$ cat src/rtl/com_to_fifo_if.sv
`default_nettype none
// +--------------------------------------------------------------------------+
// | Module      : com_to_fifo_if                                             |
// | Description : FIFO-side handshake bundle of the serial-to-FIFO receiver: |
// |               write strobe and byte from the receiver, busy/full status  |
// |               back from the FIFO.                                        |
// | Revision    : 1.0 - initial release                                      |
// +--------------------------------------------------------------------------+
interface com_to_fifo_if;
    logic       fifo_we;
    logic [7:0] forSent;
    logic       fifo_busy;
    logic       fifo_full;

    // Receiver side: produces writes, observes FIFO status.
    modport master (
        output fifo_we,
        output forSent,
        input  fifo_busy,
        input  fifo_full
    );

    // FIFO side: consumes writes, reports its status.
    modport slave (
        input  fifo_we,
        input  forSent,
        output fifo_busy,
        output fifo_full
    );
endinterface
`default_nettype wire

$ cat src/rtl/com_to_fifo.sv
`default_nettype none
// +--------------------------------------------------------------------------+
// | Module      : com_to_fifo                                                |
// | Description : UART receiver that takes bytes in {data, CRC-8} pairs,     |
// |               verifies the CRC (poly 0x07, init 0x00) and writes good    |
// |               data bytes into a FIFO. Sticky error flags                 |
// |               {overrun, crc, parity, frame}.                             |
// |               Optional macro COM_RX_PARITY_EN adds an even-parity bit    |
// |               after bit 7 (8E1); undefined gives plain 8N1.              |
// | Revision    : 1.0 - initial release                                      |
// +--------------------------------------------------------------------------+
module com_to_fifo #(
    parameter int CLKS_PER_BIT = 16,
    parameter int GAP_BITS     = 255
) (
    input  wire           clk,
    input  wire           reset,
    input  wire           enable,
    input  wire           rx,
    com_to_fifo_if.master fifo,
    output logic          isFinish,
    output logic [3:0]    error
);

    localparam int CNT_W     = $clog2(CLKS_PER_BIT);
    localparam int GAP_LIMIT = GAP_BITS * CLKS_PER_BIT;
    localparam int GAP_W     = $clog2(GAP_LIMIT + 1);

    localparam logic [CNT_W-1:0] BIT_LAST  = CNT_W'(CLKS_PER_BIT - 1);
    localparam logic [CNT_W-1:0] HALF_LAST = CNT_W'(CLKS_PER_BIT / 2 - 1);
    localparam logic [GAP_W-1:0] GAP_END   = GAP_W'(GAP_LIMIT);

    typedef enum logic [2:0] {
        IDLE   = 3'd0,
        START  = 3'd1,
        DATA   = 3'd2,
        PARITY = 3'd3,
        STOP   = 3'd4,
        CHECK  = 3'd5,
        WRITE  = 3'd6
    } state_t;

    state_t           state;
    logic             rx_meta;
    logic             rx_sync;
    logic             rx_prev;
    logic [2:0]       sync_vld;
    logic [CNT_W-1:0] bit_cnt;
    logic [2:0]       bit_idx;
    logic [7:0]       shreg;
    logic [7:0]       data_byte;
    logic [7:0]       last_sent;
    logic             phase;
    logic [GAP_W-1:0] gap_cnt;
    logic             err_ovr;
    logic             err_crc;
    logic             err_par;
    logic             err_frm;
`ifdef COM_RX_PARITY_EN
    logic             par_bad;
`endif

    logic fall;
    logic crc_ok;
    logic wr_ok;

    // CRC-8, poly x^8+x^2+x+1, init 0, MSB first, no reflection, no final xor.
    function automatic logic [7:0] crc8(input logic [7:0] d);
        logic [7:0] c;
        c = 8'h00;
        for (int i = 7; i >= 0; i--) begin
            c = {c[6:0], 1'b0} ^ ((c[7] ^ d[i]) ? 8'h07 : 8'h00);
        end
        return c;
    endfunction

    // Two-flop synchronizer plus a delayed copy for falling-edge detection.
    // sync_vld marks when rx_sync/rx_prev hold real line samples, so a line
    // that is already low when reset releases never looks like a fresh edge.
    always_ff @(posedge clk or negedge reset) begin
        if (!reset) begin
            rx_meta  <= 1'b1;
            rx_sync  <= 1'b1;
            rx_prev  <= 1'b1;
            sync_vld <= 3'b000;
        end else begin
            rx_meta  <= rx;
            rx_sync  <= rx_meta;
            rx_prev  <= rx_sync;
            sync_vld <= {sync_vld[1:0], 1'b1};
        end
    end

    assign fall   = sync_vld[2] & rx_prev & ~rx_sync;
    assign crc_ok = (crc8(data_byte) == shreg);

    // The write strobe follows fifo_busy combinationally so the FIFO sees the
    // write in the very first cycle it is free.
    assign wr_ok        = (state == WRITE) && !fifo.fifo_busy && !fifo.fifo_full;
    assign fifo.fifo_we = wr_ok;
    assign isFinish     = wr_ok;
    assign fifo.forSent = wr_ok ? data_byte : last_sent;

`ifndef COM_RX_PARITY_EN
    assign err_par = 1'b0;
`endif

    assign error = {err_ovr, err_crc, err_par, err_frm};

    // Receive FSM: bit timing, pair phase, gap timeout, CRC check, FIFO write.
    // Flags are only cleared in START and only set in other states, so a set
    // can never be lost to a same-cycle clear.
    always_ff @(posedge clk or negedge reset) begin
        if (!reset) begin
            state     <= IDLE;
            bit_cnt   <= '0;
            bit_idx   <= 3'd0;
            shreg     <= 8'h00;
            data_byte <= 8'h00;
            last_sent <= 8'h00;
            phase     <= 1'b0;
            gap_cnt   <= '0;
            err_ovr   <= 1'b0;
            err_crc   <= 1'b0;
            err_frm   <= 1'b0;
`ifdef COM_RX_PARITY_EN
            err_par   <= 1'b0;
            par_bad   <= 1'b0;
`endif
        end else begin
            case (state)
                IDLE: begin
                    // A data byte waiting for its CRC expires after the gap.
                    if (phase) begin
                        if (gap_cnt == GAP_END) begin
                            phase   <= 1'b0;
                            gap_cnt <= '0;
                        end else begin
                            gap_cnt <= gap_cnt + GAP_W'(1);
                        end
                    end
                    if (fall && enable) begin
                        state   <= START;
                        bit_cnt <= '0;
                    end
                end

                START: begin
                    if (bit_cnt == HALF_LAST) begin
                        bit_cnt <= '0;
                        if (rx_sync) begin
                            state <= IDLE;
                        end else begin
                            state   <= DATA;
                            bit_idx <= 3'd0;
                            if (!phase) begin
                                err_ovr <= 1'b0;
                                err_crc <= 1'b0;
                                err_frm <= 1'b0;
`ifdef COM_RX_PARITY_EN
                                err_par <= 1'b0;
`endif
                            end
                        end
                    end else begin
                        bit_cnt <= bit_cnt + CNT_W'(1);
                    end
                end

                DATA: begin
                    if (bit_cnt == BIT_LAST) begin
                        bit_cnt <= '0;
                        shreg   <= {rx_sync, shreg[7:1]};
                        bit_idx <= bit_idx + 3'd1;
                        if (bit_idx == 3'd7) begin
`ifdef COM_RX_PARITY_EN
                            state <= PARITY;
`else
                            state <= STOP;
`endif
                        end
                    end else begin
                        bit_cnt <= bit_cnt + CNT_W'(1);
                    end
                end

`ifdef COM_RX_PARITY_EN
                PARITY: begin
                    if (bit_cnt == BIT_LAST) begin
                        bit_cnt <= '0;
                        state   <= STOP;
                        par_bad <= ^{shreg, rx_sync};
                        if (^{shreg, rx_sync}) begin
                            err_par <= 1'b1;
                        end
                    end else begin
                        bit_cnt <= bit_cnt + CNT_W'(1);
                    end
                end
`endif

                STOP: begin
                    if (bit_cnt == BIT_LAST) begin
                        bit_cnt <= '0;
                        if (!rx_sync) begin
                            err_frm <= 1'b1;
                            phase   <= 1'b0;
                            state   <= IDLE;
`ifdef COM_RX_PARITY_EN
                        end else if (par_bad) begin
                            phase <= 1'b0;
                            state <= IDLE;
`endif
                        end else if (!phase) begin
                            data_byte <= shreg;
                            phase     <= 1'b1;
                            gap_cnt   <= '0;
                            state     <= IDLE;
                        end else begin
                            state <= CHECK;
                        end
                    end else begin
                        bit_cnt <= bit_cnt + CNT_W'(1);
                    end
                end

                CHECK: begin
                    if (crc_ok) begin
                        state <= WRITE;
                    end else begin
                        err_crc <= 1'b1;
                        phase   <= 1'b0;
                        state   <= IDLE;
                    end
                end

                WRITE: begin
                    if (!fifo.fifo_busy) begin
                        if (fifo.fifo_full) begin
                            err_ovr <= 1'b1;
                        end else begin
                            last_sent <= data_byte;
                        end
                        phase <= 1'b0;
                        state <= IDLE;
                    end
                end

                default: begin
                    state <= IDLE;
                end
            endcase
        end
    end

endmodule
`default_nettype wire

$ cat src/flat_wrapper.sv
// flat-port wrapper written by rule: the top's interface ports become plain ports
module com_to_fifo_flat 
#(
    parameter int CLKS_PER_BIT = 16,
    parameter int GAP_BITS     = 255
)
  (clk, reset, enable, rx, isFinish, error, fifo_fifo_we, fifo_forSent, fifo_fifo_busy, fifo_fifo_full);
  com_to_fifo_if fifo_i ();
  input  wire clk;
  input  wire reset;
  input  wire enable;
  input  wire rx;
  output logic isFinish;
  output logic [3:0] error;
  output wire logic [$bits(fifo_i.fifo_we)-1:0] fifo_fifo_we;
  output wire logic [$bits(fifo_i.forSent)-1:0] fifo_forSent;
  input wire logic [$bits(fifo_i.fifo_busy)-1:0] fifo_fifo_busy;
  input wire logic [$bits(fifo_i.fifo_full)-1:0] fifo_fifo_full;
  assign fifo_fifo_we = fifo_i.fifo_we;
  assign fifo_forSent = fifo_i.forSent;
  assign fifo_i.fifo_busy = fifo_fifo_busy;
  assign fifo_i.fifo_full = fifo_fifo_full;
  com_to_fifo #(.CLKS_PER_BIT(CLKS_PER_BIT), .GAP_BITS(GAP_BITS)) u_core (.clk(clk), .reset(reset), .enable(enable), .rx(rx), .fifo(fifo_i), .isFinish(isFinish), .error(error));
endmodule
$ cat config.mk
export PLATFORM = sky130hd
export DESIGN_NAME = com_to_fifo_flat
export DESIGN_NICKNAME = d
export VERILOG_FILES = /design/src/rtl/com_to_fifo_if.sv /design/src/rtl/com_to_fifo.sv /design/src/flat_wrapper.sv
export SDC_FILE = /design/constraint.sdc
export NUM_CORES = 1
export LEC_CHECK = 0
export CAP_MARGIN = 20
export CORE_MARGIN = 1.5
export CORE_UTILIZATION = 30
export CTS_CLUSTER_DIAMETER = 30
export DETAILED_ROUTE_END_ITERATION = 7
export PLACE_DENSITY_LB_ADDON = 0.12
export SLEW_MARGIN = 0
export SYNTH_ARGS = -nofsm -noshare
export SYNTH_HDL_FRONTEND = slang
export SYNTH_SLANG_ARGS = --single-unit
export TNS_END_PERCENT = 10
$ cat constraint.sdc
create_clock -name clk -period 3.4 [get_ports clk]
set_input_delay 0.34 -clock clk [delete_from_list [all_inputs] [get_ports clk]]
set_output_delay 0.34 -clock clk [all_outputs]
set_load 0.05 [all_outputs]
==> reports/metrics.cfg <==
[setup_path]
cp_top_family=buffers and inverters
slowest_stage=clkdlybuf4s50_1
endpoint_kind=output pin
crit_fanout=10
critPathMaxStageDelay_ps=790
critPathArrivalTime_ps=2500
required_ps=3060
crit_buf_inv=3
worstSetupPathType=primary input to output pin
crit_chain=clkdlybuf4s50_1 > or4_1 > clkinv_1 > nand2_1 > nand2_1 > clkdlybuf4s50_1
worst_setup_path_start_kind=primary input

[clock_network]
insertion_delay_ps=310
cts_buffers=5
cts_htree_levels=2
clock_sinks=56
cts_setup_buffers=0
clk_path_buf_depth=2
ctsRootBufferMaster=clkbuf_8
cts_tree=built
path_clk_slew_ps=100

[timing]
slew_viol_final=0
finalHoldViolations=0
worst_pin_slew_ps=1020
setup_tns_ps=0
max_freq_mhz=352
fin_skew_ps=6.62
rsz0062_at_grt=false
relSlewSlack=0.317
fin_crit_ps=2840
fin_crit_sh=0.835
setup_viol=0

[layout]
final_common_cell=nand2_1
area_growth_pct=14.2
drive_above_1_share=0.148
diodes=0
fin_area_mm2=0.00339
layout.cells.most_common_list=nand2_1, dfrtp_1, o21ai_0
final_cells=458
layout.nets=335

[global_routing]
grt_start_max_net_pins=23
grt_util_all_layers=0.134
overflow=0
grt_pass1_vias=2091
antenna_found_initial=0
grt_first_pass_wirelength_um=10900

[power_and_ir_drop]
vdd_drop_max_v=0.000201
p_per_area_mw_per_mm2=575
finalPower_uw=1950
p_leak_uw=0.00157

[place]
gp_congestion=0.759
place_area_mm2=0.00328
numPortBuffers=18
placedCellCount=449
hpwl_um=4570

[die]
rows=36
die_area_mm2=0.0105
die_h_um=102
die_x_um=102
start_util=0.306
num_io_pins=20
coreArea_mm2=0.00968

[detailed_routing]
vias=2240
antenna_left=0
drcViolationCount=0
drtPass1Iterations=4
drtIter0Drc=108
routed_wl_um=6510
wl_per_cell_um=14.2
viasPerCell=4.89

[synthesis]
synth.top_cell.area_share=0.447
ys_async_sr_fraction=1.00
ys.warnings.count=0
synth_top_area_cell=dfrtp_1
ys_types=55
ys_seq_area_frac=0.474
avgSynthCellArea_um2=9.69
netlist_top_cells_area=dfrtp_1, nand2_1, mux2_2
synth_seq_cells=56
syn_area_mm2=0.00297
synth-edff-count=0
syn-num-nets=317
syn-instance-count=306
synth_flop_cell=dfrtp_1

[outcome]
status=completed

[run]
max_cap_violations=0

[min_path]
min_path_type=register to register

==> cells by family after synthesis <==
kind of cell / Yosys count / synth area share
and+or+nand+nor: 122 / 0.202
AOI/OAI and AO/OA: 62 / 0.146
DFF: 56 / 0.474
buffers and inverters: 25 / 0.0388
muxes: 18 / 0.0679
xor gates and xnor gates: 15 / 0.0443
adders and majority gates: 6 / 0.0245
other: 2 / 0.00253
==> per-layer routing <==
| layer | track usage | vias up | share of wire |
|---|---|---|---|
| met5 | 0 | - | 0 |
| met4 | 0.0411 | 0 | 0.013 |
| met3 | 0.0233 | 6 | 0.027 |
| met2 | 0.190 | 29 | 0.43 |
| met1 | 0.206 | 1096 | 0.53 |
| li1 | - | 1109 | - |
==> path summary, 6_finish.rpt <==
path | start | to | slack, ps | depth (start not counted)
worst max-delay path | fifo_fifo_busy | fifo_forSent[5] | 560 | 6
worst min-delay path | u_core.sync_vld[1] | u_core.sync_vld[2] | 360 | 0
worst max register to register | u_core.gap_cnt[0] | u_core.gap_cnt[7] | 1170 | 8
worst min register to register | u_core.sync_vld[1] | u_core.sync_vld[2] | 360 | 0
max in group asynchronous | reset | u_core.rx_prev | 2160 | 3
min in group asynchronous | reset | u_core.last_sent[6] | 520 | 2
==> cell type report <==
cell class	instances	area [µm²]
clock buffers	7	86.3
clock inverters	1	7.51
fillers	1007	6300
inverters	8	30.0
multi-input cells	225	1450
flip-flops and latches	56	1410
well taps	133	166
repair buffers	28	245
==> worst reg2reg max path, delay by kind of cell (launching register included) <==
family / cells / cell delay [ps]
simple gates: 4 / 1120
buf+inv: 2 / 230
flops: 1 / 440
compound gates: 1 / 180
fa+ha+maj: 1 / 190
==> power by group <==
group | switching [µW] | total (µW) | internal [µW]
sequential | 92.6 | 848 | 755
clock | 227 | 393 | 166
combinational | 439 | 705 | 266
==> timing repair <==
item                                   in CTS  in global routing
gates resized for setup                     0                  0
endpoints found under the hold margin      18                  0
hold buffers                                1                  0
==> flip-flops by register name, indices dropped and copies added (netlist names), 3 cells and up <==
signal and count:
u_core.bit_cnt 4, u_core.bit_idx 3, u_core.data_byte 8, u_core.gap_cnt 12, u_core.last_sent 8, u_core.shreg 8, u_core.state 3, u_core.sync_vld 3
==> through the flow <==
step	hold slack [ps]	worst slack [ps]	utilization
detailed placement	340	520	0.339
floorplan	44.4	1140	-
finish	361	561	0.350
CTS	363	512	0.350
global route	372	385	0.350
global placement	332	574	0.339
==> synthesized netlist by cell type, types with 3 or more instances <==
library cell and instances:
nand2_1 60, dfrtp_1 53, o21ai_0 26, mux2_2 17
nor2_1 13, clkbuf_1 10, xnor2_1 9, nor3_1 8
a21oi_1 7, inv_1 7, nand3_1 7, xor2_1 6
a22o_1 5, and3_1 5, buf_4 5, ha_1 5
o211ai_1 5, or3_1 4, dfstp_2 3, nand2b_1 3
nand4_1 3
Power figures use the tool's default switching activity.
